==> config.mk <==
export PLATFORM = sky130hd
export DESIGN_NAME = uart
export DESIGN_NICKNAME = d
export VERILOG_FILES = /design/src/rtl/uart.sv
export SDC_FILE = /design/constraint.sdc
export NUM_CORES = 1
export LEC_CHECK = 0
export ABC_AREA = 1
export CORE_MARGIN = 2
export CORE_UTILIZATION = 51
export DETAILED_ROUTE_END_ITERATION = 12
export PLACE_DENSITY = 0.87
export SLEW_MARGIN = 20
export SYNTH_ARGS = -nofsm -noshare
export SYNTH_HDL_FRONTEND = slang
export SYNTH_SLANG_ARGS = --single-unit
==> constraint.sdc <==
create_clock -name clk16x -period 4.3 [get_ports clk16x]
set_input_delay 0.645 -clock clk16x [delete_from_list [all_inputs] [get_ports clk16x]]
set_output_delay 0.645 -clock clk16x [all_outputs]
set_load 0.02 [all_outputs]
==> src/rtl/uart.sv <==
// UART: transmitter and 16x-oversampling receiver, both clocked by clk16x.
// Frame: start 0, d[0]..d[7] LSB first, odd parity, stop 1; 16 clk16x cycles per bit.
module uart (
    input  logic        clk16x,
    input  logic        clrn,
    input  logic        rdn,
    output logic [7:0]  d_out,
    output logic        r_ready,
    input  logic        rxd,
    output logic        parity_error,
    output logic        frame_error,
    input  logic        wrn,
    input  logic [7:0]  d_in,
    output logic        t_empty,
    output logic        txd,
    output logic [3:0]  cnt16x,
    output logic [3:0]  no_bits_rcvd,
    output logic [10:0] r_buffer,
    output logic        r_clk1x,
    output logic        sampling,
    output logic [7:0]  r_data,
    output logic [3:0]  no_bits_sent,
    output logic [7:0]  t_buffer,
    output logic        t_clk1x,
    output logic        sending,
    output logic [7:0]  t_data
);

    logic       wrn_q;
    logic       wr_pulse;
    logic       tx_load;
    logic [3:0] t_cnt16x;
    logic       rx_done;

    assign d_out    = r_data;
    assign wr_pulse = wrn_q & ~wrn;
    assign t_clk1x  = sending && (t_cnt16x == 4'd15);
    // A pending byte starts from idle, or exactly as the previous stop bit ends.
    assign tx_load  = !t_empty && (!sending || (t_clk1x && no_bits_sent == 4'd10));
    assign r_clk1x  = sampling && (cnt16x == 4'd7);

    always_ff @(posedge clk16x) begin
        if (!clrn) begin
            wrn_q        <= 1'b1;
            t_data       <= '0;
            t_empty      <= 1'b1;
            t_buffer     <= '0;
            sending      <= 1'b0;
            no_bits_sent <= '0;
            t_cnt16x     <= '0;
            txd          <= 1'b1;
        end else begin
            wrn_q <= wrn;
            if (tx_load) begin
                t_buffer     <= t_data;
                t_empty      <= 1'b1;
                sending      <= 1'b1;
                no_bits_sent <= '0;
                t_cnt16x     <= '0;
                txd          <= 1'b0;
            end else if (sending) begin
                t_cnt16x <= t_cnt16x + 4'd1;
                if (t_clk1x) begin
                    if (no_bits_sent == 4'd10) begin
                        sending      <= 1'b0;
                        no_bits_sent <= '0;
                        txd          <= 1'b1;
                    end else begin
                        no_bits_sent <= no_bits_sent + 4'd1;
                        if (no_bits_sent <= 4'd7)
                            txd <= t_buffer[no_bits_sent[2:0]];
                        else if (no_bits_sent == 4'd8)
                            txd <= ~^t_buffer;
                        else
                            txd <= 1'b1;
                    end
                end
            end
            // NOTE: non-blocking, last assignment wins: a write in the load cycle keeps t_empty=0.
            if (wr_pulse) begin
                t_data  <= d_in;
                t_empty <= 1'b0;
            end
        end
    end

    always_ff @(posedge clk16x) begin
        if (!clrn) begin
            r_ready      <= 1'b0;
            r_data       <= '0;
            parity_error <= 1'b0;
            frame_error  <= 1'b0;
            r_buffer     <= '0;
            sampling     <= 1'b0;
            cnt16x       <= '0;
            no_bits_rcvd <= '0;
            rx_done      <= 1'b0;
        end else begin
            if (!rdn)
                r_ready <= 1'b0;
            if (rx_done) begin
                // Completion overrides a same-cycle read strobe.
                r_data       <= r_buffer[8:1];
                parity_error <= ~^r_buffer[9:1];
                frame_error  <= ~r_buffer[10];
                r_ready      <= 1'b1;
                sampling     <= 1'b0;
                cnt16x       <= '0;
                no_bits_rcvd <= '0;
                rx_done      <= 1'b0;
            end else if (!sampling) begin
                if (!rxd) begin
                    sampling     <= 1'b1;
                    cnt16x       <= '0;
                    no_bits_rcvd <= '0;
                end
            end else begin
                cnt16x <= cnt16x + 4'd1;
                if (r_clk1x) begin
                    if (no_bits_rcvd == 4'd0 && rxd) begin
                        sampling <= 1'b0;
                        cnt16x   <= '0;
                    end else begin
                        r_buffer <= {rxd, r_buffer[10:1]};
                        if (no_bits_rcvd == 4'd10)
                            rx_done <= 1'b1;
                        else
                            no_bits_rcvd <= no_bits_rcvd + 4'd1;
                    end
                end
            end
        end
    end

endmodule

Word level (Yosys, flattened, before mapping)
Index checks and enable logic that the tools add are counted.
- add/sub/neg operators: 4
- magnitude comparators: 2
- eq/ne operators: 10
- muxes and demuxes: 30
- bitwise logic cells: 8
- reduce and logical (&&, ||, !) cells: 21
- operators with widths (cell ; count):
    2-to-1 mux 4 bit ; 9
    2-to-1 mux 1 bit ; 20
    adder 4 x 1 -> 4 bit, second input constant ; 4
    == test 4 bit, second input constant ; 4
    XNOR reduction 9 bit ; 1
    AND reduction 4 bit ; 2
    XNOR reduction 8 bit ; 1
    inverter 1 bit ; 7
    != test 2 bit, second input constant ; 3
    nonzero test 2 bit ; 3
    logical AND 1 bit ; 5
    OR reduction 5 bit ; 1
    == test 4 x 3 -> 1 bit, second input constant ; 1
    <= comparator 4 x 3 -> 1 bit, second input constant ; 1
    logical NOT 4 bit ; 1
    < comparator 3 x 4 -> 1 bit, second input constant ; 1
    != test 2 x 1 -> 1 bit, second input constant ; 2
    AND reduction 2 bit ; 2
    OR reduction 2 bit ; 2
    binary-select mux 1 bit (select 3 bit) ; 1
    logical NOT 1 bit ; 2
    bitwise AND 1 bit ; 1
    logical OR 1 bit ; 1
- register bits: 60
- input bits: 13
- output and inout port bits: 64
- word-level logic and storage cells: 92

Logic depth before layout (Yosys ltp)
- depth after elaboration: 7
- depth in mapped cells: 12
- gate-level depth less buffers: 12

Worst setup path after synthesis
OpenSTA, ideal clock, no wires.
- kind: register to register
- from: reg cnt16x[0]
- to: reg r_buffer[1]
- data arrival time: 1.656 ns
- data required time: 4.242 ns
- path slack: 2.586 ns
- cell stages (with the launch flop): 9
- path buffers: 1
- period minus slack after synthesis: 1.714 ns
- cell sequence: dfxtp_1 -> ha_1 -> nand2_1 -> nor3_4 -> nand3_1 -> clkbuf_2 -> o21ai_0 -> o21ai_0 -> inv_1
- word-level cells in the longest chain between the ends: 3
- ends and longest elaborated chain (item ; line ; RTL):
    start, declared ; 16 ; output logic [3:0] cnt16x,
    start signal, assigned ; 118 ; cnt16x <= cnt16x + 4'd1;
    == test 4 x 3 -> 1 bit ; 40 ; assign r_clk1x = sampling && (cnt16x == 4'd7);
    logical AND 1 bit ; 40 ;
    named net r_clk1x ; 19 ; output logic r_clk1x,
    AND reduction 4 bit (no source line) ; - ;
    end signal, assigned ; 124 ; r_buffer <= {rxd, r_buffer[10:1]};
    end, declared ; 18 ; output logic [10:0] r_buffer,
The timed path passes the listed nets, and every way through them passes these cells.
A chain may end at the register's enable or synchronous reset.

Worst setup path after layout
- from: reg cnt16x[0]
- to: out r_clk1x
- word-level cells in the longest chain between the ends: 2
- ends and longest elaborated chain (item ; line):
    == test 4 x 3 -> 1 bit ; 40
    logical AND 1 bit ; 40
    end, declared ; 19
Every way passes these cells.

==> parameters.txt <==
Parameter                              Value

Global route
  First-pass GRT wire length ... 10400 µm
  Remaining Overflow, GRT ... 0
  Vias in the first global route ... 2378
  Antenna violations before repair ... 0
  Pin count of the biggest net entering global routing ... 34
  All-Layer GR Usage ... 21.9%

Yosys
  Synthesized netlist net count ... 393
  Cell type with the highest aggregate area in the netlist ... dfxtp_1
  Number of synthesized register bits ... 60
  Top cells by area in the synthesized netlist ... dfxtp_1, nand2_1, a21oi_1, o21ai_0, inv_1
  Sequential share of the synthesized area ... 44.0%
  Synth Instances ... 375
  Post-synthesis average cell area ... 7.28 µm²
  Post-synthesis cell type count ... 35
  Combined area of all synthesized cells ... 0.00273 mm²
  Yosys Warn Count ... 0
  Post-synth top area share ... 44.0%

Die
  Die Ht ... 77.2 µm
  Row count ... 26
  Core box area ... 0.00514 mm²
  Die Area ... 0.00596 mm²
  Die X-Extent ... 77.2 µm
  Top-Level Pins ... 77
  Initial standard-cell utilization of the core ... 53.1%

Routing
  Routed len/inst ... 12.4 µm
  Via Count ... 2647
  Post-detailed-route count of antenna-violating nets ... 0
  Total routed wirelength ... 6460 µm
  Routed vias/inst ... 5.10
  Post-detailed-route DRC marker count ... 0
  Number of DRC markers after the initial detailed-route iteration ... 119
  Count of TritonRoute iterations in the first routing pass ... 5

Timing
  Post-layout worst setup margin ... 1770 ps
  Tightest slew margin relative to the limit ... 58.6%
  Count of endpoints failing hold in the final timing report ... 0
  Worst-margin pin slew ... 619 ps
  Setup violation total in the final timing report ... 0
  Setup repair after global routing missed its margin ... no
  Pins Over Slew Limit ... 0
  FMAX ... 395 MHz
  Final worst path period share ... 58.8%
  Post-route clock skew ... 7.02 ps
  Final min period ... 2530 ps
  Fin Setup TNS ... 0 ps

Layout
  Most frequent standard cell in the layout excluding fill and tap cells ... nand2_1
  Layout fillers ... 426
  Commonest cells after routing, fill and taps aside ... nand2_1, clkdlybuf4s50_1, dfxtp_1
  Number of nets in the layout ... 462
  Share of final-layout standard cells stronger than drive strength 1 ... 6.46%
  Antenna Cells ... 0
  Synthesis-to-finish area growth ... 35.6%

Clock tree
  Clock latency on the worst-skew pair ... 340 ps
  CTS H-tree lvls ... 3
  Hold Buf Count CTS ... 0
  Clock tree root driver cell ... clkbuf_8
  Resized Gates After CTS ... 0
  Number of post-CTS setup repair buffers ... 0
  Number of clock sinks ... 60
  Number of buffers added by the clock tree synthesis step ... 9
  Reg clk slew, reported paths ... 70 ps
  CTS tree ... done
  Maximum buffer depth of the clock tree ... 2

Critical path
  CP Class ... reg2out
  Crit path DAT ... 1890 ps
  Maximum fanout along the worst path ... 5
  Worst path required time ... 3650 ps
  Critical path startpoint category ... flip-flop
  Worst setup EP type ... primary output

Hold path
  Type of the tightest min-delay check ... reg2reg

Power
  Leakage component of the power ... 1.54 nW
  Power after layout ... 0.00132 W
  Pwr/cell area ... 357 mW/mm²
  Peak supply drop ... 219 µV

Outcome
  Result of the run ... complete, no violations

Placement
  Number of buffer cells added on primary ports ... 76
  Worst slack after detailed placement ... 1860 ps
  Final HPWL DP ... 4510 µm
  Final estimated routing congestion in global placement ... 0.808

Job
  # Max-Cap Violations ... 0
-- report_power, final --
group | switching [W] | internal, W
Combinational | 0.0000769 | 0.0000584
Clock | 0.000214 | 0.000383
Sequential | 0.0000175 | 0.000572
-- area by class of cell --
class / instances / area (µm²) / share of cell area, %
timing repair buffer: 77 / 768 / 20.7
clock buffer: 11 / 131 / 3.55
clock inverter: 5 / 100 / 2.70
inverter: 46 / 173 / 4.66
tap: 70 / 87.6 / 2.36
sequential: 60 / 1200 / 32.4
multi-input combinational: 250 / 1240 / 33.5
-- synthesized netlist by cell type --
| cell type | number |
|---|---|
| clkbuf_2 | 1 |
| nor3b_2 | 1 |
| nor2_4 | 1 |
| o21ai_0 | 34 |
| o21ai_1 | 4 |
| nor3_1 | 6 |
| xor2_1 | 3 |
| nor3_4 | 1 |
| dfxtp_1 | 60 |
| clkbuf_1 | 7 |
| nor2_1 | 42 |
| inv_1 | 43 |
| o21a_1 | 1 |
| buf_4 | 9 |
| o21ai_2 | 1 |
| ha_1 | 5 |
| mux2i_1 | 1 |
| nand4_1 | 1 |
| nand3_1 | 14 |
| inv_2 | 3 |
| nand2_1 | 81 |
| buf_2 | 1 |
| buf_6 | 1 |
| nand3b_1 | 1 |
| xnor2_1 | 6 |
| or2_1 | 1 |
| nand3_2 | 1 |
| nor3b_1 | 2 |
| nor2_2 | 2 |
| nand2_2 | 2 |
| a21oi_1 | 34 |
| o211ai_1 | 1 |
| a21oi_2 | 1 |
| nand2_4 | 1 |
| a211oi_1 | 2 |
-- registers in the layout, indices dropped and copies added (netlist names), 4 cells and up --
name / count
no_bits_sent: 4
t_cnt16x: 4
t_data: 8
r_buffer: 11
cnt16x: 4
no_bits_rcvd: 4
d_out: 8
t_buffer: 8
-- logic make-up (layout without fill, tap and decap cells) --
logic type / Yosys count / in the layout / synth area share (%)
simple gates: 157 / 157 / 25.0
mux: 1 / 1 / 0.366
xor+xnor: 9 / 9 / 2.89
buf+inv: 65 / 139 / 10.5
flops: 60 / 60 / 44.0
compound gates: 78 / 78 / 14.9
fa+ha+maj: 5 / 5 / 2.29
-- critical path: stages, from the launching register on --
cell	delay [ps]
dfxtp_1	410
ha_1	190
nand2_1	100
nor3_4	200
clkdlybuf4s50_1	650
-- per-layer routing --
layer | up-vias | part of all wire, % | track usage [%]
li1 | 1332 | - | -
met1 | 1206 | 43 | 25.2
met2 | 96 | 49 | 38.1
met3 | 13 | 6.8 | 6.82
met4 | 0 | 2.0 | 8.21
met5 | - | 0 | 0
-- per-stage QoR --
stage | util (%) | area (µm²) | cells | hold slack, ps
2_1_floorplan | - | 2730 | 375 | 482
3_3_place_gp | 67.6 | 3470 | 503 | 451
3_5_place_dp | 67.6 | 3470 | 503 | 459
4_1_cts | 72.1 | 3700 | 519 | 469
5_1_grt | 72.1 | 3700 | 519 | 485
6_report | 72.1 | 3700 | 519 | 465
-- final timing paths --
kind / from / cells past startpoint / slack (ps) / endpoint
hold reg to reg: r_ready / 2 / 470 / r_ready
setup reg to reg: cnt16x[0] / 7 / 2310 / r_buffer[4]
setup / recovery: cnt16x[0] / 4 / 1770 / r_clk1x
hold / removal: r_ready / 2 / 470 / r_ready
(Power assumes the default switching activity.)
